==> config.mk <==
export PLATFORM = sky130hd
export DESIGN_NAME = branch_predict_btb
export DESIGN_NICKNAME = d
export VERILOG_FILES = /design/src/rtl/branch_predict_btb.sv
export SDC_FILE = /design/constraint.sdc
export NUM_CORES = 2
export LEC_CHECK = 0
export BUFFER_PORTS_ARGS = -buffer_cell sky130_fd_sc_hd__buf_4
export CAP_MARGIN = 30
export CORE_MARGIN = 3
export CORE_UTILIZATION = 56
export DETAILED_ROUTE_END_ITERATION = 10
export PLACE_DENSITY = 0.77
export SETUP_SLACK_MARGIN = 0.3
export SYNTH_ARGS = -nofsm -noshare
export SYNTH_HDL_FRONTEND = slang
export SYNTH_SLANG_ARGS = --single-unit
==> constraint.sdc <==
create_clock -name clk -period 5.9 [get_ports clk]
set_input_delay 1.18 -clock clk [delete_from_list [all_inputs] [get_ports clk]]
set_output_delay 1.18 -clock clk [all_outputs]
set_load 0.005 [all_outputs]
==> src/rtl/branch_predict_btb.sv <==
// Direct-mapped branch target buffer with 2-bit saturating direction counters,
// registered mispredict redirect and branch/mispredict statistics.
module branch_predict_btb #(
  parameter int IDX_W = 4
) (
  input  logic        clk,
  input  logic        rst,
  input  logic [31:0] if_pc,
  output logic        pred_taken,
  output logic [31:0] pred_target,
  input  logic        upd_valid,
  input  logic [31:0] upd_pc,
  input  logic        upd_taken,
  input  logic [31:0] upd_target,
  input  logic        upd_pred_taken,
  input  logic [31:0] upd_pred_target,
  output logic        flush,
  output logic [31:0] redirect_pc,
  output logic [31:0] stat_branches,
  output logic [31:0] stat_mispredicts
);

  localparam int ENTRIES = 2 ** IDX_W;
  localparam int TAG_W   = 30 - IDX_W;

  logic             valid_q  [ENTRIES];
  logic             valid_d  [ENTRIES];
  logic [TAG_W-1:0] tag_q    [ENTRIES];
  logic [TAG_W-1:0] tag_d    [ENTRIES];
  logic [31:0]      target_q [ENTRIES];
  logic [31:0]      target_d [ENTRIES];
  logic [1:0]       ctr_q    [ENTRIES];
  logic [1:0]       ctr_d    [ENTRIES];

  logic        flush_q, flush_d;
  logic [31:0] redirect_q, redirect_d;
  logic [31:0] branches_q, branches_d;
  logic [31:0] mispred_q, mispred_d;

  logic [IDX_W-1:0] if_idx, upd_idx;
  logic [TAG_W-1:0] if_tag, upd_tag;
  logic             if_hit, upd_hit, mispredict;
  logic             unused_pc_bits;

  assign if_idx  = if_pc[IDX_W+1:2];
  assign if_tag  = if_pc[31:IDX_W+2];
  assign upd_idx = upd_pc[IDX_W+1:2];
  assign upd_tag = upd_pc[31:IDX_W+2];
  assign unused_pc_bits = ^if_pc[1:0];

  // Lookup reads the registered array, so a same-cycle update is not yet visible.
  assign if_hit      = valid_q[if_idx] && (tag_q[if_idx] == if_tag);
  assign pred_taken  = if_hit && ctr_q[if_idx][1];
  assign pred_target = (if_hit && ctr_q[if_idx][1]) ? target_q[if_idx] : 32'd0;

  assign upd_hit = valid_q[upd_idx] && (tag_q[upd_idx] == upd_tag);

  always_comb begin
    valid_d  = valid_q;
    tag_d    = tag_q;
    target_d = target_q;
    ctr_d    = ctr_q;
    if (upd_valid) begin
      if (upd_hit) begin
        if (upd_taken) begin
          if (ctr_q[upd_idx] != 2'b11) ctr_d[upd_idx] = ctr_q[upd_idx] + 2'd1;
          target_d[upd_idx] = upd_target;
        end else if (ctr_q[upd_idx] != 2'b00) begin
          ctr_d[upd_idx] = ctr_q[upd_idx] - 2'd1;
        end
      end else if (upd_taken) begin
        valid_d[upd_idx]  = 1'b1;
        tag_d[upd_idx]    = upd_tag;
        target_d[upd_idx] = upd_target;
        ctr_d[upd_idx]    = 2'b10;
      end
    end
  end

  always_comb begin
    mispredict = upd_valid &&
                 ((upd_taken != upd_pred_taken) ||
                  (upd_taken && upd_pred_taken && (upd_target != upd_pred_target)));
    flush_d    = mispredict;
    redirect_d = redirect_q;
    if (mispredict) redirect_d = upd_taken ? upd_target : (upd_pc + 32'd8);
    branches_d = branches_q + {31'd0, upd_valid};
    mispred_d  = mispred_q + {31'd0, mispredict};
  end

  always_ff @(posedge clk) begin
    if (rst) begin
      for (int i = 0; i < ENTRIES; i++) begin
        valid_q[i]  <= 1'b0;
        tag_q[i]    <= '0;
        target_q[i] <= 32'd0;
        ctr_q[i]    <= 2'b01;
      end
      flush_q    <= 1'b0;
      redirect_q <= 32'd0;
      branches_q <= 32'd0;
      mispred_q  <= 32'd0;
    end else begin
      valid_q    <= valid_d;
      tag_q      <= tag_d;
      target_q   <= target_d;
      ctr_q      <= ctr_d;
      flush_q    <= flush_d;
      redirect_q <= redirect_d;
      branches_q <= branches_d;
      mispred_q  <= mispred_d;
    end
  end

  assign flush            = flush_q;
  assign redirect_pc      = redirect_q;
  assign stat_branches    = branches_q;
  assign stat_mispredicts = mispred_q;

endmodule
==> metrics <==
GR Util All Layers=37.7%; setup TNS=0 ns; initial detailed-routing violation count=8,634; Yosys warnings=0; M1 wire length=65,900 um; Slew @ Worst Pin=1.24 ns; Layout Skew=0.0546 ns; hpwl dp=109,000 um; Fmax=190 MHz; register area=0.0215 mm2; # IOs=263; die span in y=311 um; number of port buffers=260; failing checks=design-rule violations; number of global-route vias before repair=46,900; post-placement setup slack=-0.0340 ns; Worst Path Arrival=4.09 ns; most used cell along the critical path=buf_4; worst r2r dst=ctr_q[24]; layout cells sized above 1=18.2%; max layer used=met5; routed wl met3=31,100 um; Slowest cell on crit path=mux4_2; Leak=0.0199 uW; clock slew seen by the registers of the worst setup and hold paths=0.06 ns; status=finished with violations; antenna-violating nets left=0; DRC viols=2; CTS tree=built; async set-reset flop share out of synthesis=0%; R2R Setup Slk=1.60 ns; largest net degree at the start of global routing=221; Synth Net Count=6,090; worst r2r src=tag_q[79]; CP Cell Sequence=buf_16, mux4_2, mux4_2, xnor2_2, buf_4, nand4_1, nor3_2, buf_4, nand4_1, buf_4, buf_12, clkbuf_16, nor2b_1, buf_4; RSZ-0062 raised after global routing=no; global-route wire length before repair=282,000 um; critical path startpoint category=input pin; final setup violation count=0; Routed Wire Length=194,000 um; sequential share of the synthesized area=41.3%; fin. max-slew vios=0; core area=0.0919 mm2; final hold slack=0.452 ns; WHS Endpoint=target_q[261]; Fillers=7,257; Die Span X=311 um; GPL Wtd Cong=0.922; final hold viol count=0; clk_lat worst skew=0.73 ns; power per cell area=268 mW/mm2; Mean Syn Cell Area=8.75 um2; placed cell areas=0.0549 mm2; Post-CTS Hold Fix Bufs=0; layout net count=5,976; Final Util=64.6%; EDFF count, synth=0; min-delay src=target_q[261]; hold depth=2; area occupied by multi-input gates=0.0282 mm2; Initial Utilization=56.6%; Design Area, Final=0.0594 mm2; MaxCap Viol Count=0; worst reg2reg path depth=9; initial antenna violation count=8; critical path endpoint category=output port; Mapped Cells=5,949; Rel. slew slack=17.4%; vias per inst=6.88; num rows=111; Synth cell types=66; cell at the root of the clock tree=clkbuf_16; WP buf/inv=7; DR pass1 iterations=11; worst setup margin=0.629 ns; most used flip-flop cell after synthesis=dfxtp_1; Worst EP required=4.72 ns; Largest delay share family, worst path=buffers and inverters; clock sink total=1,073; synthesized flop and latch total=1,073; CP max FO=9; # H-tree levels=3; worst vdd ir=0.000270 V; met2 WL post-DR=82,000 um; Total Die Area=0.0966 mm2; Area Overhead vs Synth=14.2%; total grt overflow=0; CTS buffer count=106; Final Cycle Share=89.3%; slowest stage delay, CP=0.53 ns; min-delay worst type=flop to flop; Netlist Area Pre-Place=0.0520 mm2; Setup CP Type=input pin to output port; Tmin final=5.27 ns; Avg WL per Cell=27.0 um; Clock Path Buffers=3; vias=49,400
-- how the worst max path moves through the flow --
stage | to | start | slack (ns) | depth (start not counted)
floorplan | pred_target[12] | if_pc[2] | 0.36 | 10
global placement | pred_target[30] | if_pc[2] | 0.01 | 13
detailed placement | pred_target[25] | if_pc[2] | -0.03 | 13
CTS | pred_target[25] | if_pc[2] | 0.30 | 12
global route | pred_target[7] | if_pc[2] | 0.59 | 14
finish | pred_target[18] | if_pc[2] | 0.63 | 14
-- power breakdown --
group / internal, uW / switching (uW)
combinational: 444 / 838
clock: 4210 / 3070
sequential: 7310 / 45.4
-- cell usage after synthesis (4+ instances only) --
master,n,share of area (%)
a211oi_1,6,0.087
a21oi_1,986,9.5
a22oi_1,17,0.25
a311oi_1,5,0.084
a31oi_1,7,0.084
and2_1,6,0.072
and3_1,14,0.17
and4_1,8,0.13
buf_1,92,0.66
buf_2,48,0.46
buf_4,5,0.072
clkbuf_1,508,3.7
clkbuf_2,8,0.077
dfxtp_1,1073,41
ha_1,8,0.19
inv_1,25,0.18
mux2_2,16,0.35
mux2i_1,115,2.2
mux4_2,381,16
nand2_1,1140,8.2
nand2b_1,8,0.096
nand3_1,471,4.5
nand4_1,38,0.46
nor2_1,164,1.2
nor2b_1,43,0.52
nor3_1,19,0.18
nor4_1,13,0.16
o211ai_1,12,0.17
o21ai_0,467,4.5
o221ai_1,5,0.084
o22a_1,4,0.067
o22ai_1,19,0.23
o32ai_1,4,0.067
or3_1,19,0.23
xnor2_1,89,1.5
xor2_1,60,1.0
-- worst register-to-register path: stages (launching register included) --
cell,delay [ns]
dfxtp_1,0.37
mux2i_1,0.17
mux4_2,0.55
a2111oi_2,0.41
o21ai_1,0.15
a2111oi_0,0.52
or4b_4,0.60
or3_1,0.58
o32ai_1,0.53
o221ai_1,0.22
-- cell type report --
class / instances / share of cell area, %
multi-input cells: 4187 / 47.5
flip-flops and latches: 1073 / 36.2
repair buffers: 441 / 7.21
clock buffers: 147 / 5.14
well taps: 1243 / 2.62
clock inverters: 49 / 1.20
inverters: 26 / 0.164
diodes: 8 / 0.0337
-- cells by family after synthesis --
group                    synth area share (%)
AND/OR/NAND/NOR                          16.1
AO/OA/AOI/OAI                            15.7
flip-flops                               41.3
buffers and inverters                    5.18
multiplexers                             19.0
XOR/XNOR                                 2.51
adder cells (fa/ha/maj)                 0.192
-- stage by stage --
step / instances / total power [uW]
floorplan: 5949 / 8240
global placement: 6934 / 8670
detailed placement: 6939 / 8690
CTS: 7138 / 15800
global route: 7166 / 16200
finish: 7174 / 15900
-- routing by layer --
metal	GRT usage, %	up-vias
li1	-	20800
met3	12.1	1029
met2	55.1	4193
met1	47.8	23300
met5	0.346	-
met4	25.8	4
-- state kept, by name, indices dropped and copies added (netlist names) --
register,count
stat_branches,32
ctr_q,32
target_q,512
stat_mispredicts,32
flush,1
tag_q,416
valid_q,16
redirect_pc,32
-- cells in the final DEF (no fill, tap or decap), types with 7 or more instances in the layout --
cell and n:
or3_1 18, nand2_4 13, mux2_2 16, diode_2 8, o211ai_1 12, o21ai_0 467, clkbuf_16 119, nand4_1 38
xnor2_1 83, buf_12 31, buf_4 371, nor3_1 12, nand3_1 467, o22ai_1 19, clkbuf_8 25, nor3_2 8
mux4_2 381, nand2b_1 8, nor2b_1 36, and4_1 8, inv_1 25, a22oi_1 17, clkbuf_1 16, nor2b_2 7
buf_6 9, bufinv_16 13, nor2_1 154, mux2i_1 115, a31oi_1 7, a21oi_1 986, nand2_1 1127, nor4_1 13
ha_1 8, and3_1 14, xor2_1 60, nor2_4 10, buf_16 13, dfxtp_1 1073, clkinv_2 24
-- what timing repair did --
action | 4_1_cts | 5_1_grt
setup endpoints to repair | 33 | 33
buffers inserted | 0 | 15
gates cloned | 3 | 13
pin swaps | 0 | 8
resized for setup | 9 | 31
No activity file was read; power rests on OpenSTA's default activity.
